===== config.mk =====
export PLATFORM = sky130hd
export DESIGN_NAME = inst_fetch_queue
export DESIGN_NICKNAME = d
export VERILOG_FILES = /design/src/rtl/inst_fetch_queue.sv
export SDC_FILE = /design/constraint.sdc
export NUM_CORES = 1
export LEC_CHECK = 0
export ABC_AREA = 1
export ABC_CLOCK_PERIOD_IN_PS = 6600
export CORE_MARGIN = 8
export CORE_UTILIZATION = 35
export CTS_CLUSTER_SIZE = 8
export DETAILED_ROUTE_END_ITERATION = 10
export PLACE_DENSITY = 0.55
export SETUP_SLACK_MARGIN = 0.3
export SYNTH_ARGS = -nofsm -noshare
export SYNTH_HDL_FRONTEND = slang
export SYNTH_HIERARCHICAL = 1
export SYNTH_SLANG_ARGS = --single-unit

===== constraint.sdc =====
create_clock -name clock -period 6.6 [get_ports clock]
set_clock_uncertainty 0.05 [all_clocks]
set_input_delay 1.98 -clock clock [delete_from_list [all_inputs] [get_ports clock]]
set_output_delay 1.98 -clock clock [all_outputs]
set_load 0.01 [all_outputs]

===== src/rtl/inst_fetch_queue.sv =====
// Fetch-to-decode decoupling FIFO: one entry in per cycle, up to two oldest
// entries presented to a 2-wide decode stage, synchronous flush on redirect.
module inst_fetch_queue #(
   parameter int DEPTH = 8,
   parameter int XLEN  = 32
) (
   input  logic                       clock,
   input  logic                       reset,
   input  logic                       flush,
   input  logic                       enq_valid,
   input  logic [XLEN-1:0]            enq_pc,
   input  logic [XLEN-1:0]            enq_inst,
   input  logic                       enq_pred_taken,
   output logic                       enq_ready,
   output logic [1:0]                 deq_valid,
   output logic [XLEN-1:0]            deq_pc0,
   output logic [XLEN-1:0]            deq_pc1,
   output logic [XLEN-1:0]            deq_inst0,
   output logic [XLEN-1:0]            deq_inst1,
   output logic [1:0]                 deq_pred_taken,
   input  logic [1:0]                 deq_ready,
   output logic [$clog2(DEPTH):0]     count
);
   localparam int AW = $clog2(DEPTH);
   localparam int CW = AW + 1;

   logic [XLEN-1:0] pc_mem_r   [DEPTH];
   logic [XLEN-1:0] inst_mem_r [DEPTH];
   logic [DEPTH-1:0] pred_mem_r;
   logic [AW-1:0]   head_r;
   logic [AW-1:0]   tail_r;
   logic [AW-1:0]   head1_s;
   logic [CW-1:0]   count_r;
   logic [CW-1:0]   count_nxt_s;
   logic            rst_done_r;
   logic            enq_fire_s;
   logic            deq0_s;
   logic            deq1_s;
   logic [1:0]      deq_n_s;

   // Handshake decode, dequeue count and read-out of the two oldest slots.
   always_comb begin
      head1_s        = head_r + AW'(1);
      // rst_done_r keeps enq_ready low until the first edge after reset release.
      enq_ready      = rst_done_r & (count_r != CW'(DEPTH));
      deq_valid[0]   = (count_r >= CW'(1));
      deq_valid[1]   = (count_r >= CW'(2));
      enq_fire_s     = enq_valid & enq_ready;
      // A slot-1 accept only counts when slot 0 is also taken (deq_ready=10 acts as 00).
      deq0_s         = deq_valid[0] & deq_ready[0];
      deq1_s         = deq0_s & deq_valid[1] & deq_ready[1];
      deq_n_s        = {1'b0, deq0_s} + {1'b0, deq1_s};
      count_nxt_s    = count_r + CW'(enq_fire_s) - CW'(deq_n_s);
      deq_pc0        = pc_mem_r[head_r];
      deq_pc1        = pc_mem_r[head1_s];
      deq_inst0      = inst_mem_r[head_r];
      deq_inst1      = inst_mem_r[head1_s];
      deq_pred_taken = {pred_mem_r[head1_s], pred_mem_r[head_r]};
      count          = count_r;
   end

   // Pointer and occupancy state; flush has priority over any enq/deq.
   always_ff @(posedge clock or negedge reset) begin
      if (!reset) begin
         head_r     <= '0;
         tail_r     <= '0;
         count_r    <= '0;
         rst_done_r <= 1'b0;
      end else if (flush) begin
         head_r     <= '0;
         tail_r     <= '0;
         count_r    <= '0;
         rst_done_r <= 1'b1;
      end else begin
         head_r     <= head_r + AW'(deq_n_s);
         tail_r     <= enq_fire_s ? tail_r + AW'(1) : tail_r;
         count_r    <= count_nxt_s;
         rst_done_r <= 1'b1;
      end
   end

   // Entry storage; contents need no reset since validity comes from count.
   always_ff @(posedge clock) begin
      if (enq_fire_s && !flush) begin
         pc_mem_r[tail_r]   <= enq_pc;
         inst_mem_r[tail_r] <= enq_inst;
         pred_mem_r[tail_r] <= enq_pred_taken;
      end
   end

   inst_fetch_queue_chk #(.DEPTH(DEPTH)) u_chk (
      .clock     (clock),
      .reset     (reset),
      .count     (count_r),
      .enq_valid (enq_valid),
      .enq_ready (enq_ready),
      .deq_ready (deq_ready),
      .deq_n     (deq_n_s)
   );
endmodule

// Protocol and occupancy properties for inst_fetch_queue.
module inst_fetch_queue_chk #(
   parameter int DEPTH = 8
) (
   input logic                   clock,
   input logic                   reset,
   input logic [$clog2(DEPTH):0] count,
   input logic                   enq_valid,
   input logic                   enq_ready,
   input logic [1:0]             deq_ready,
   input logic [1:0]             deq_n
);
   a_count_max: assert property (@(posedge clock) disable iff (!reset)
      count <= ($clog2(DEPTH)+1)'(DEPTH));
   a_no_enq_full: assert property (@(posedge clock) disable iff (!reset)
      !(enq_valid && enq_ready && count == ($clog2(DEPTH)+1)'(DEPTH)));
   a_deq_prefix: assert property (@(posedge clock) disable iff (!reset)
      deq_ready != 2'b10);
   a_deq_in_range: assert property (@(posedge clock) disable iff (!reset)
      ($clog2(DEPTH)+1)'(deq_n) <= count);
endmodule


# ---- Word-level counts from Yosys, hierarchy flattened
# Memories as Yosys holds them, arrays and structs flattened.
# Cells that the tools add are included.
dict set report totals {
  mem_bits_rw 512
  regBits 19
  memories 2
  input_bits 71
}
dict set report classes {
  n_mux 13
  bitwise_logic 5
  n_lt_le_gt_ge 6
  eq_ne 1
  n_addsub 6
  n_reduce_logical 4
}
# memory depth word_bits read_ports rd_ports_with_merged_regs wr line_no
set memory_table {}
lappend memory_table {inst_mem_r 8 32 2 0 1 28} ;# logic [XLEN-1:0] inst_mem_r [DEPTH];
lappend memory_table {pc_mem_r 8 32 2 0 1 27} ;# logic [XLEN-1:0] pc_mem_r [DEPTH];
# cell n
set op_table {}
lappend op_table {{3-bit by 4-bit < comparator with 1-bit output (second input constant)} 3}
lappend op_table {{3-bit two-way mux} 3}
lappend op_table {{8-bit bitwise mux} 1}
lappend op_table {{3-bit by 1-bit adder with 3-bit output (second input constant)} 2}
lappend op_table {{1-bit binary-select mux with 3-bit select} 2}
lappend op_table {{1-bit AND} 5}
lappend op_table {{1-bit two-way mux} 5}
lappend op_table {{4-bit by 1-bit adder with 4-bit output} 1}
lappend op_table {{4-bit by 1-bit >= comparator with 1-bit output (second input constant)} 1}
lappend op_table {{4-bit by 2-bit >= comparator with 1-bit output (second input constant)} 1}
lappend op_table {{4-bit two-way mux} 1}
lappend op_table {{4-bit != test (second input constant)} 1}
lappend op_table {{4-bit by 2-bit subtractor with 4-bit output} 1}
lappend op_table {{3-bit by 2-bit adder with 3-bit output} 1}
lappend op_table {{1-bit demux with 3-bit select} 1}
lappend op_table {{3-bit by 1-bit >= comparator with 1-bit output (second input constant)} 1}
lappend op_table {{1-bit by 1-bit adder with 2-bit output} 1}
lappend op_table {{1-bit logical AND} 2}
lappend op_table {{2-bit nonzero test} 1}
lappend op_table {{1-bit zero test} 1}

# ---- Longest topological paths before layout
dict set report logic_depth {
  ltp_word 7
  mapped_depth 14
  ltp_nobuf 14
}

# ---- Least setup slack after synthesis
# OpenSTA, ideal clock, no wires.
dict set report synth_path {
  path_type {input to register}
  startpoint {input flush}
  endpoint {memory inst_mem_r[4][0] (enable)}
  n_path_buf 1
  slack_ns -1.042
  arrival_ns 7.023
  stages 4
  cell_sequence {clkbuf_1 > inv_1 > nand4_1 > nor3_1}
}
dict set report synth_via {
  elab_chain_len 4
}
# element line_no
set synth_rtl {}
lappend synth_rtl {{start, declared} 9} ;# input logic flush,
lappend synth_rtl {{1-bit zero test} 84} ;# if (enq_fire_s && !flush) begin
lappend synth_rtl {{1-bit logical AND} 84}
lappend synth_rtl {{1-bit two-way mux} 84}
lappend synth_rtl {{1-bit two-way mux (not written as such)} 86} ;# inst_mem_r[tail_r] <= enq_inst;
lappend synth_rtl {{end, declared} 28}
# No other way between the ends.

# ---- Final worst setup path
dict set report layout_path {
  startpoint {register head_r[0]}
  endpoint {output deq_pc0[1]}
}
dict set report layout_via {
  elab_chain_len 1
}
# element line_no
set layout_rtl {}
lappend layout_rtl {{start, declared} 30} ;# logic [AW-1:0] head_r;
lappend layout_rtl {{start signal, assigned} 75} ;# head_r <= head_r + AW'(deq_n_s);
lappend layout_rtl {{memory 8 x 32 bit} -}
lappend layout_rtl {{end, declared} 16} ;# output logic [XLEN-1:0] deq_pc0,
# No other way between the ends.

==> metrics.csv <==
stage;metric;value;unit
run_status;status;complete, no violations;
setup_path;arrival_time_of_data_at_the_critical_path_endpoint;3.99;ns
pwr;ir_worst_vdd;332;µV
setup_path;worst_r2r_path_depth;6;
timing;min_period_over_period;0.913;
clock_network;cts_num_sinks;531;
placement;dpl.hpwl;42200;µm
finish;fill_cells;7543;
setup_path;r2r_setup_slack;3.84;ns
yosys;post_synth_num_cell_types;25;
timing;rsz0062_at_grt;no;
placement;place.port_buffers;207;
setup_path;worst_ep_required_time;4.57;ns
setup_path;critPathMaxFanout;222;
clock_network;cts_made_buffers;76;
timing;min_period;6.02;ns
yosys;synth_warnings;6;
setup_path;critical_path.n_buffers_inverters;3;
clock_network;clkLatencyLatePin;0.60;ns
clock_network;cts.reportedPaths.clkPinSlew;0.05;ns
clock_network;cts_buffer_depth;3;
die;fp.dieArea;0.0868;mm²
setup_path;critical_path.startpoint_type;register;
worst_hold_path;worst_hold_path_cells;2;
setup_path;worstPathCellList;buf_12, buf_4, o21ai_0, o21ai_1, nand2_1, nand2_1, clkdlybuf4s50_1;
worst_hold_path;timing.hold.worst.class;register to register;
clock_network;cts_tree;done;
finish;multi_input_comb_area;0.00895;mm²
setup_path;timing.critical_path.slowest_cell_delay;0.74;ns
global_route;grt_start_max_net_pins;257;
timing;timing_worst_slew_pin_value;1.16;ns
clock_network;cts_htree_levels;3;
yosys;syn_nets;3247;
route;detail_route.wl_per_cell;18.4;µm
worst_hold_path;hold_path_startpoint;tail_r[2];
finish;area.sequential;0.0159;mm²
timing;timing.max_slew.rel_slack;0.229;
timing;setup_viol_count_final;0;
timing;finalHoldViolations;0;
yosys;synthCells;3163;
pwr;power_density;427;mW/mm²
global_route;global_route.overflow_total;0;
setup_path;worst_reg2reg_startpoint;head_r[1];
yosys;synth_area_per_cell;8.59;µm²
yosys;number_of_storage_elements_in_the_synthesis_netlist;531;
timing;timing_limited_maximum_frequency;0.166;GHz
die;initial_core_util;0.352;
placement;detailed_place.area;0.0300;mm²
run;maxCapViolCount;0;
die;floorplan.core_area;0.0772;mm²
die;die_boundary_width;295;µm
route;dr.pass1.iters;5;
clock_network;post_cts_buffers;0;
global_route;grt_first_pass_wirelength;121000;µm
die;ios;208;
setup_path;crit_type;register to output port;
die;die_h;295;µm
yosys;netlist_area_pre_place;0.0272;mm²
setup_path;critical_path.most_common_cell;nand2_1;
global_route;groute.usage.overall;0.180;
setup_path;timing.critical_path.max_delay_family;buffers and inverters;
timing;totalNegativeSetupSlack;0;ns
route;drc_errors;0;
route;post_drt_antenna_nets;0;
route;detailedRoute.firstIterationViolations;1616;
finish;post-route-cell-area;0.0321;mm²
route;vias_per_cell;4.92;
route;routed_wirelength;80000;µm
die;floorplan.rows;102;
finish;num-nets-final;3372;
finish;post_route_cells_drive_above_1_share;0.0426;
setup_path;setup.worst_path.end_class;output port;
setup_path;critPathSlowestCell;buf_4;
placement;gp_routability_congestion;0.761;
yosys;proportion_of_synthesized_chip_area_in_sequential_cells;0.585;
setup_path;crit-reg2reg-capture;head_r[2];
global_route;antenna_found_initial;5;
pwr;cellLeakagePower;13.0;nW
clock_network;root_buffer;clkbuf_16;
finish;syn2layout_area_growth;18.2;%
timing;finalMaxSlewViolations;0;
route;route.vias.total;21400;
global_route;via_count_of_the_first_global_routing_pass;20500;
worst_hold_path;hold_end;tail_r[2];
[stage by stage]
step                worst slack [ns]  hold WS, ns  total power [mW]  instances  utilization
global placement                1.15        0.539              10.3       4250        0.389
floorplan                      -1.04        0.494              7.64       3163            -
global route                   0.353        0.627              14.6       4350        0.416
detailed placement              1.15        0.566              10.3       4250        0.389
finish                         0.577        0.579              13.7       4352        0.416
CTS                            0.480        0.583              13.9       4349        0.416
[registers in the layout, summed over array words and instances (netlist names)]
name        flops
pred_mem_r      8
head_r          3
tail_r          3
inst_mem_r    256
rst_done_r      1
pc_mem_r      256
count           4
[final cells by class]
type / instances / share of cell area
well taps: 1040 / 0.0405
clock buffers: 98 / 0.0638
flip-flops and latches: 531 / 0.495
diodes: 3 / 0.000234
repair buffers: 250 / 0.0802
multi-input cells: 2082 / 0.279
clock inverters: 1 / 0.000273
inverters: 347 / 0.0410
[per-layer routing]
layer  global-route usage  share of wire
met1                0.229           0.44
met2                0.306           0.48
met3               0.0321          0.062
met4               0.0632          0.024
met5                    0        0.00032
[cells in the mapped netlist (all sizes together)]
cell | instances | area (µm²)
nor2 | 206 | 773
nand4 | 1 | 6.26
nor3 | 8 | 40.0
ha | 11 | 138
xnor2 | 2 | 17.5
edfxtp | 520 | 15600
nand3b | 1 | 7.51
buf | 128 | 810
clkbuf | 75 | 282
a21boi | 2 | 15.0
o21ai | 456 | 2280
a21oi | 2 | 10.0
and3 | 1 | 6.26
conb | 1 | 3.75
fa | 2 | 40.0
nand2 | 1124 | 4220
dfrtp | 11 | 275
nand3 | 264 | 1320
xor2 | 1 | 8.76
inv | 347 | 1300
[placed cells by master, fill, tap and decap left out, drive strengths merged]
master,netlist,final
diode,0,3
ha,11,11
nor2,206,206
nand2,1124,1124
dfrtp,11,11
nand4,1,1
clkdlybuf4s50,0,207
clkinv,0,2
a21boi,2,2
xor2,1,1
and3,1,1
inv,347,346
a21oi,2,2
clkbuf,75,98
nand3,264,264
conb,1,1
edfxtp,520,520
o21ai,456,456
nor3,8,8
fa,2,2
nand3b,1,1
buf,128,43
xnor2,2,2
[what timing repair did]
action                     in CTS  in global routing
hold buffers                    0                  0
setup endpoints to repair       0                  2
gates resized for setup         0                  1
[cells by family (layout without fill, tap and decap cells)]
family | Yosys count | after routing | synth area share
and+or+nand+nor | 1605 | 1605 | 0.235
buffers and inverters | 550 | 696 | 0.0881
DFF | 531 | 531 | 0.585
AOI/OAI and AO/OA | 460 | 460 | 0.0849
adders and majority gates | 13 | 13 | 0.00654
xor gates and xnor gates | 3 | 3 | 0.000967
other | 1 | 4 | 0.000138
[worst max path at each step]
stage | depth (start not counted) | slack (ns) | from | endpoint
final | 7 | 0.58 | head_r[0] | deq_pc0[1]
after detailed placement | 8 | 1.15 | head_r[0] | deq_pc1[15]
after floorplan | 4 | -1.04 | flush | inst_mem_r[4][0]
after CTS | 8 | 0.48 | head_r[0] | deq_pc1[2]
after global routing | 7 | 0.35 | head_r[0] | deq_pc1[5]
after global placement | 8 | 1.15 | head_r[0] | deq_pc1[9]
[worst register-to-register path: stages, from the launching register on]
cell and delay (ns):
dfrtp_4 0.42, buf_4 0.75, inv_4 0.39, buf_12 0.36, fa_1 0.48, xor2_1 0.15
nor2_1 0.09
[report_power, final]
| part | internal, mW | leakage (nW) | switching [mW] |
|---|---|---|---|
| Combinational | 2.44 | 7.14 | 3.89 |
| Clock | 2.13 | 1.00 | 1.39 |
| Sequential | 3.80 | 4.82 | 0.0666 |
(Power assumes the default switching activity.)
